File: config.mk
export PLATFORM = sky130hd
export DESIGN_NAME = rf_read_arbiter
export DESIGN_NICKNAME = d
export VERILOG_FILES = /design/src/rtl/rf_read_arbiter_pkg.sv /design/src/rtl/rr_arb2.sv /design/src/rtl/rf_read_arbiter.sv
export SDC_FILE = /design/constraint.sdc
export NUM_CORES = 1
export LEC_CHECK = 0
export ABC_AREA = 1
export BUFFER_PORTS_ARGS = -buffer_cell sky130_fd_sc_hd__buf_2
export CAP_MARGIN = 20
export CORE_ASPECT_RATIO = 1.25
export CORE_MARGIN = 2
export CORE_UTILIZATION = 45
export DETAILED_ROUTE_END_ITERATION = 8
export PLACE_DENSITY_LB_ADDON = 0.08
export SYNTH_ARGS = -nofsm -noshare
export SYNTH_HDL_FRONTEND = slang
export SYNTH_HIERARCHICAL = 1
export SYNTH_SLANG_ARGS = --single-unit
File: constraint.sdc
create_clock -name clk_in -period 1.64 [get_ports clk_in]
set_input_delay 0.164 -clock clk_in [delete_from_list [all_inputs] [get_ports clk_in]]
set_output_delay 0.164 -clock clk_in [all_outputs]
set_load 0.05 [all_outputs]
File: src/rtl/rf_read_arbiter_pkg.sv
// Shared constants for the register-file read arbiter.
// ROB tag width, owner encoding and FSM states.
package rf_read_arbiter_pkg;

  localparam int ROB_INDEX_BIT = 4;

  localparam logic OWNER_A = 1'b0;
  localparam logic OWNER_B = 1'b1;

  typedef enum logic {
    S_IDLE = 1'b0,
    S_READ = 1'b1
  } arb_state_t;

endpackage

File: src/rtl/rr_arb2.sv
// Combinational 2-way round-robin grant stage.
// The requester not granted last wins a tie.
module rr_arb2
  import rf_read_arbiter_pkg::*;
(
  input  logic en,
  input  logic a_valid,
  input  logic b_valid,
  input  logic last_grant,
  output logic grant_a,
  output logic grant_b
);

  logic a_pref;

  assign a_pref  = (last_grant == OWNER_B);
  assign grant_a = en && a_valid && (!b_valid || a_pref);
  assign grant_b = en && b_valid && (!a_valid || !a_pref);

endmodule

File: src/rtl/rf_read_arbiter.sv
// Two-requester register-file read arbiter with one-cycle RF read.
// Optional commit bypass at capture: define RF_ARB_BYPASS_EN.
module rf_read_arbiter
  import rf_read_arbiter_pkg::*;
#(
  parameter int ROB_W = ROB_INDEX_BIT
) (
  input  logic             clk_in,
  input  logic             rst_in,
  input  logic             rdy_in,
  input  logic             clear,
  input  logic             a_valid,
  input  logic [4:0]       a_rs1,
  input  logic [4:0]       a_rs2,
  input  logic             b_valid,
  input  logic [4:0]       b_rs1,
  input  logic [4:0]       b_rs2,
  output logic             a_ready,
  output logic             b_ready,
  output logic [4:0]       rf_id1,
  output logic [4:0]       rf_id2,
  input  logic [31:0]      rf_val1,
  input  logic [31:0]      rf_val2,
  input  logic [ROB_W-1:0] rf_dep1,
  input  logic [ROB_W-1:0] rf_dep2,
  input  logic             rf_has_dep1,
  input  logic             rf_has_dep2,
  input  logic [4:0]       cm_id,
  input  logic [31:0]      cm_val,
  input  logic [ROB_W-1:0] cm_rob,
  output logic             resp_valid,
  output logic             resp_owner,
  output logic [31:0]      resp_val1,
  output logic [31:0]      resp_val2,
  output logic [ROB_W-1:0] resp_dep1,
  output logic [ROB_W-1:0] resp_dep2,
  output logic             resp_has_dep1,
  output logic             resp_has_dep2
);

  localparam int OP_W = 1 + ROB_W + 32;

  arb_state_t state;
  logic       last_grant;
  logic       owner_q;
  logic [4:0] id1_q;
  logic [4:0] id2_q;

  logic arb_en;
  logic grant_a;
  logic grant_b;
  logic hs;

  logic [OP_W-1:0] op1;
  logic [OP_W-1:0] op2;

  assign arb_en = !rst_in && rdy_in && !clear &&
                  (state == S_IDLE);

  rr_arb2 u_arb (
    .en         (arb_en),
    .a_valid    (a_valid),
    .b_valid    (b_valid),
    .last_grant (last_grant),
    .grant_a    (grant_a),
    .grant_b    (grant_b)
  );

  assign a_ready = grant_a;
  assign b_ready = grant_b;
  assign hs      = grant_a || grant_b;
  assign rf_id1  = id1_q;
  assign rf_id2  = id2_q;

  // Packed {has_dep, dep, val}; x0 always reads as a ready zero.
  function automatic logic [OP_W-1:0] resolve(
    input logic [4:0]       id,
    input logic [31:0]      val,
    input logic [ROB_W-1:0] dep,
    input logic             has_dep
  );
    logic [OP_W-1:0] r;
    r = {has_dep, dep, val};
    if (id == 5'd0) begin
      r = '0;
    end
`ifdef RF_ARB_BYPASS_EN
    else if (cm_id == id && has_dep && dep == cm_rob) begin
      r = {1'b0, {ROB_W{1'b0}}, cm_val};
    end
`endif
    return r;
  endfunction

`ifndef RF_ARB_BYPASS_EN
  logic unused_cm;
  assign unused_cm = ^{cm_id, cm_val, cm_rob};
`endif

  assign op1 = resolve(id1_q, rf_val1, rf_dep1, rf_has_dep1);
  assign op2 = resolve(id2_q, rf_val2, rf_dep2, rf_has_dep2);

  always_ff @(posedge clk_in) begin
    if (rst_in) begin
      state         <= S_IDLE;
      last_grant    <= OWNER_B;
      owner_q       <= OWNER_A;
      id1_q         <= '0;
      id2_q         <= '0;
      resp_valid    <= 1'b0;
      resp_owner    <= 1'b0;
      resp_val1     <= '0;
      resp_val2     <= '0;
      resp_dep1     <= '0;
      resp_dep2     <= '0;
      resp_has_dep1 <= 1'b0;
      resp_has_dep2 <= 1'b0;
    end else if (rdy_in) begin
      resp_valid <= 1'b0;
      if (clear) begin
        state <= S_IDLE;
      end else begin
        unique case (state)
          S_IDLE: begin
            if (hs) begin
              state      <= S_READ;
              last_grant <= grant_b ? OWNER_B : OWNER_A;
              owner_q    <= grant_b ? OWNER_B : OWNER_A;
              id1_q      <= grant_b ? b_rs1 : a_rs1;
              id2_q      <= grant_b ? b_rs2 : a_rs2;
            end
          end
          S_READ: begin
            state <= S_IDLE;
            resp_valid <= 1'b1;
            resp_owner <= owner_q;
            {resp_has_dep1, resp_dep1, resp_val1} <= op1;
            {resp_has_dep2, resp_dep2, resp_val2} <= op2;
          end
          default: state <= S_IDLE;
        endcase
      end
    end
  end

endmodule

==> impl_metrics.csv, run 1 <==
group,metric,value,unit
run_status,status,"completed",
power,netSwitchingFraction,0.232,
yosys,yosys.area_share.adder,0,
sta,setup_tns,0,ns
route,ant_nets,0,
cts,cts_buffer_depth,2,
worst_setup_path,worstPathArrival,1.42,ns
yosys,synth_compound_area_frac,0.134,
sta,finalCritPeriodShare,0.965,
route,vias,4063,
yosys,synth_fp_nets,751,
route,drt_wl_total,10.3,mm
worst_setup_path,crit_path_frequent_cell,"buf_8",
yosys,yosys.cell_types.count,17,
grt,grt_pass1_wl,16.4,mm
cts,cts_buffers,9,
power,switching_power,1.13,mW
cells_and_area,diodes,0,
yosys,syn_area,4110,µm²
floorplanning,core-area,9030,µm²
yosys,synth.most_common_cell,"nand2_1",
yosys,synth_top_cell_area_share,0.433,
route,drc,0,
cells_and_area,drive_gt1_frac,0.341,
cts,htreeDepth,3,
place,port_buffers,187,
cts,cts_root_buffer,"clkbuf_16",
power,seqPwrFrac,0.451,
place,hpwl,6.91,mm
floorplanning,die_y,111,µm
cells_and_area,final_util,0.613,
worst_setup_path,slowest_stage,"dfxtp_2",
yosys,synthCells,610,
cts,clk_pin_slew,0.07,ns
sta,finalClockSkew,0.00714,ns
sta,timing.slew.headroom,0.745,
floorplanning,pin_count,229,
route,wl_met2,5.07,mm
floorplanning,initial_core_util,0.455,
route,wl_per_cell,11.2,µm
sta,worst_pin_slew,0.383,ns
cells_and_area,area_growth,34.7,%
yosys,synthXorXnorAreaFrac,0,
route,highest_layer,"met4",
place,placed_cells,897,
cells_and_area,nNetsFinal,928,
worst_setup_path,path_cells,"nor3_4 -> nand2_1 -> a21oi_4 -> buf_8 -> buf_8",
yosys,synth_area_per_cell,6.74,µm²
yosys,synthTopCellsByCount,"282 x nand2_1, 90 x inv_1, 89 x dfxtp_1",
floorplanning,fp.dieW,89.5,µm
cts,cts_hold_buf,0,
power,power_frac_comb,0.088,
power,power_density,875,nW/µm²
route,drt_iter0_markers,107,
cts,worstSkewPairLatency,0.34,ns
sta,fmax,632,MHz
yosys,ys_ff_latch,89,
cts,cts_tree,"done",
route,wirelength_met1,4.36,mm
worst_setup_path,crit_type,"reg2out",
worst_hold_path,hp-class,"in2reg",
place,gp_congestion,0.775,
grt,grt_pass1_vias,3783,
yosys,synth.mux.area_fraction,0,
yosys,synthFlopType,"dfxtp_1",
grt,track_usage,0.208,
grt,antenna_found_initial,0,
route,viasPerCell,4.44,
worst_setup_path,cpPeakStageDelay,0.35,ns
worst_setup_path,path_max_fanout,4,
yosys,yosysTopAreaCell,"dfxtp_1",
yosys,synth-seq-area-share,0.433,
yosys,async_reset_ff_frac,0,
sta,maxSlewViolCount,0,
cells_and_area,fin_area,5540,µm²
grt,grt_max_degree,86,
yosys,synthTopCellsByArea,"dfxtp_1 43%, nand2_1 26%, a21oi_2 8.5%",
floorplanning,fp.dieArea,9920,µm²
sta,whs,0.0601,ns
run,maxCapViolations,0,
power,p_clk_frac,0.462,
place,postPlaceCellArea,5160,µm²
route,dr.pass1.iters,4,
worst_setup_path,endpoint_kind,"primary output",
power,ir_drop,0.619,mV
yosys,synth_enable_flop_cells,0,
cells_and_area,final_cell_count_no_fill,915,
floorplanning,fp-row-count,39,
sta,setup_viol,0,
worst_setup_path,startpoint_type,"flop",
yosys,synth-simple-area-share,0.293,
worst_setup_path,crit_required,1.48,ns
route,met3_length,712,µm
yosys,synth_top_family_by_area,"simple AND/OR/NAND/NOR gates",
sta,fin_ws,0.0573,ns
yosys,ys.warnings.count,6,
sta,timing_hold_violations_final,0,
power,p_total,4.84,mW
power,power.leakage,3.03,nW
sta,period_minus_slack,1.58,ns
place,dp_slack,0.176,ns
grt,grt_overflow_total,0,
cts,cts.sinks,89,
power,p_int,3.72,mW
[area by class of cell]
cell class	instances	area [µm²]
Clock buffer	10	239
Clock inverter	6	90.1
Fill cell	880	3490
Inverter	92	347
Multi-Input combinational cell	394	1800
Sequential cell	89	1780
Tap cell	123	154
Timing Repair Buffer	201	1120
[worst max-delay path: cells and delay by family (launching register included)]
| kind | cells | cell delay [ns] |
|---|---|---|
| compound gates | 1 | 0.15 |
| simple gates | 2 | 0.32 |
| buf+inv | 2 | 0.27 |
| flops | 1 | 0.35 |
[final timing paths]
kind	from	endpoint	slack, ns	cells after the start
worst max register to register	state	rf_id2[3]	0.14	10
worst min-delay path	rf_val1[21]	resp_val1[21]	0.06	3
worst max-delay path	state	b_ready	0.06	5
worst min register to register	owner_q	resp_owner	0.46	2
[power groups by stage]
stage	clock (mW)	combinational, mW	sequential, mW
2_1_floorplan	0	0.181	2.28
3_5_place_dp	0	0.424	2.23
6_report	2.24	0.424	2.18
4_1_cts	2.29	0.428	2.18
3_3_place_gp	0	0.418	2.23
5_1_grt	2.38	0.474	2.19
[timing repair]
| action | in CTS | in global routing |
|---|---|---|
| resized for setup | 3 | 6 |
| endpoints found under the setup margin | 1 | 3 |
| pin swaps | 1 | 3 |
| buffers inserted | 0 | 2 |
[registers in the layout, summed over array words and instances (netlist names), 4 cells and up]
name	flops
resp_val2	32
rf_id1	5
resp_val1	32
resp_dep1	4
resp_dep2	4
rf_id2	5
[layout by cell type (no fill, tap or decap), drive strengths merged]
cell      instances
bufinv            2
a21oi            80
clkinvlp          1
nand2           283
clkinv            3
inv              92
buf             201
nand3             5
nor2             25
nor3              1
dfxtp            89
clkbuf           10
[layer usage]
metal  track usage  vias to the layer above
li1              -                     2151
met1         0.239                     1775
met2         0.358                      125
met3        0.0663                       12
met4        0.0677                        0
met5             0                        -
[cells by family after synthesis]
kind of cell	after synthesis
buffers and inverters	127
AND/OR/NAND/NOR	314
flip-flops	89
AO/OA/AOI/OAI	80
(Power assumes the default switching activity.)
==> run 2: changes to the inputs <==
--- a/config.mk
+++ b/config.mk
@@ -13,6 +13,7 @@
 export CORE_UTILIZATION = 45
 export DETAILED_ROUTE_END_ITERATION = 8
 export PLACE_DENSITY_LB_ADDON = 0.08
+export RECOVER_POWER = 50
 export SYNTH_ARGS = -nofsm -noshare
 export SYNTH_HDL_FRONTEND = slang
 export SYNTH_HIERARCHICAL = 1
==> run 2 against run 1 <==
Compared with the run above:
- worst hold slack got worse by 0.0011 ns
- clock power barely moved
- first-iteration DRC count increased by 16%
- count of clock-buffer cells in the layout unchanged
- sequential share of layout area rose by 0.73 points
- sequential cell count unchanged
- critical path type unchanged
- highest routed layer unchanged
- largest power group unchanged
- cell count unchanged
- fmax about the same
- die area did not move
- via count shrank 0.25%
- combinational power decreased by 1%
- sequential power hardly changed
==> impl_metrics.csv, run 2 (synthesized netlist as in run 1, its figures left out) <==
group,metric,value,unit
worst_setup_path,crit_path_frequent_cell,"buf_8",
route,ant_nets,0,
route,vias,4053,
sta,worst_pin_slew,0.686,ns
floorplanning,initial_core_util,0.455,
route,dr.pass1.iters,4,
worst_setup_path,endpoint_kind,"primary output",
floorplanning,core-area,9030,µm²
worst_setup_path,slowest_stage,"dfxtp_2",
grt,grt_max_degree,86,
cts,clk_pin_slew,0.06,ns
grt,antenna_found_initial,0,
worst_setup_path,worstPathArrival,1.42,ns
cells_and_area,final_common_cell,"nand2_1",
cells_and_area,reg.largest.list,"resp_val1: 32 flops, resp_val2: 32 flops",
cells_and_area,nNetsFinal,928,
worst_setup_path,path_cells,"nor3_4 -> nand2_1 -> a21oi_4 -> buf_8 -> buf_8",
worst_setup_path,path_max_fanout,4,
floorplanning,fp.dieW,89.5,µm
sta,timing.slew.headroom,0.545,
power,power_density,895,nW/µm²
sta,maxSlewViolCount,0,
sta,timing_hold_violations_final,0,
worst_setup_path,crit_buf_inv,2,
power,ir_drop,0.617,mV
sta,fmax,631,MHz
grt,track_usage,0.208,
run_status,status,"completed",
power,power.leakage,2.68,nW
route,viasPerCell,4.43,
worst_hold_path,hp-class,"in2reg",
place,gp_congestion,0.775,
grt,grt_overflow_total,0,
place,port_buffers,187,
worst_setup_path,r2r_cells,10,
worst_setup_path,cpPeakStageDelay,0.35,ns
worst_setup_path,rr_endpoint,"rf_id2[3]",
worst_hold_path,hold_path_depth,3,
cells_and_area,final_cell_count_no_fill,915,
sta,period_minus_slack,1.58,ns
route,wl_per_cell,11.4,µm
cts,cts_tree,"done",
cells_and_area,area_growth,31.7,%
cells_and_area,drive_gt1_frac,0.236,
floorplanning,fp.dieArea,9920,µm²
worst_setup_path,crit_family,"flip-flops",
worst_hold_path,hold_start,"rf_has_dep2",
cts,cts_buffer_depth,2,
cts,htreeDepth,3,
cells_and_area,layout_common_cells,"282 x nand2_1, 109 x buf_2, 89 x inv_1, 88 x dfxtp_1, 78 x clkbuf_1",
cells_and_area,fin_area,5410,µm²
worst_setup_path,crit_type,"reg2out",
place,postPlaceCellArea,5160,µm²
sta,finalClockSkew,0.00701,ns
sta,finalCritPeriodShare,0.966,
cells_and_area,diodes,0,
sta,whs,0.0590,ns
cts,worstSkewPairLatency,0.34,ns
place,placed_cells,897,
run,maxCapViolations,0,
cells_and_area,fill_cells,924,
route,drt_wl_total,10.4,mm
worst_hold_path,holdPathEnd,"resp_has_dep2",
cts,cts.sinks,89,
cells_and_area,seqCellArea,1780,µm²
worst_setup_path,rrSetupSlack,0.14,ns
grt,grt_pass1_vias,3783,
cts,cts_root_buffer,"clkbuf_16",
route,drc,0,
place,hpwl,6.91,mm
worst_setup_path,startpoint_type,"flop",
cts,cts_buffers,9,
worst_setup_path,crit_required,1.48,ns
floorplanning,fp-row-count,39,
route,drt_iter0_markers,124,
worst_setup_path,reg2reg_from,"state",
cells_and_area,multi_input_area,1780,µm²
grt,grt_pass1_wl,16.4,mm
power,p_total,4.84,mW
sta,setup_viol,0,
floorplanning,pin_count,229,
floorplanning,die_y,111,µm
run 2: tightest hold or removal path, stage by stage:
cell and delay [ns]:
buf_2 0.09, nand2_1 0.05, a21oi_1 0.05
run 2: metrics by stage:
| stage | setup slack (ns) | util | TNS [ns] |
|---|---|---|---|
| floorplan | 0.00972 | - | 0 |
| global placement | 0.213 | 0.572 | 0 |
| detailed placement | 0.176 | 0.572 | 0 |
| CTS | 0.0170 | 0.609 | 0 |
| global route | -0.00446 | 0.600 | -0.00446 |
| finish | 0.0559 | 0.600 | 0 |
run 2: repair_timing:
action,in CTS,in global routing
pin swaps,1,3
gates cloned,0,0
gates resized for setup,3,6
setup buffers,0,2
endpoints found under the setup margin,1,3
hold buffers,0,0
run 2: per-layer routing:
layer	GRT usage	wire length, µm	vias to the layer above
met5	0	0	-
met4	0.0677	118	0
met3	0.0663	685	10
met2	0.358	5130	117
met1	0.239	4510	1773
li1	-	-	2153
run 2: worst max path at each step:
stage	from	end	slack, ns	cells past startpoint
floorplan	state	rf_id1[4]	0.01	9
global placement	clear	rf_id1[4]	0.21	12
detailed placement	state	rf_id2[3]	0.18	10
CTS	state	b_ready	0.02	5
global route	state	b_ready	-0.004	5
finish	state	b_ready	0.06	5
run 2: final cells by class:
type / instances / area share
clock inverter: 6 / 0.0166
multi-input combinational: 394 / 0.328
clock buffer: 10 / 0.0442
timing repair buffer: 201 / 0.189
sequential: 89 / 0.329
tap: 123 / 0.0284
inverter: 92 / 0.0640
run 2: power by group:
| part | switching (mW) | internal, mW | total (mW) |
|---|---|---|---|
| sequential | 0.00916 | 2.18 | 2.19 |
| combinational | 0.261 | 0.157 | 0.419 |
| clock | 0.857 | 1.38 | 2.24 |
| total | 1.13 | 3.71 | 4.84 |
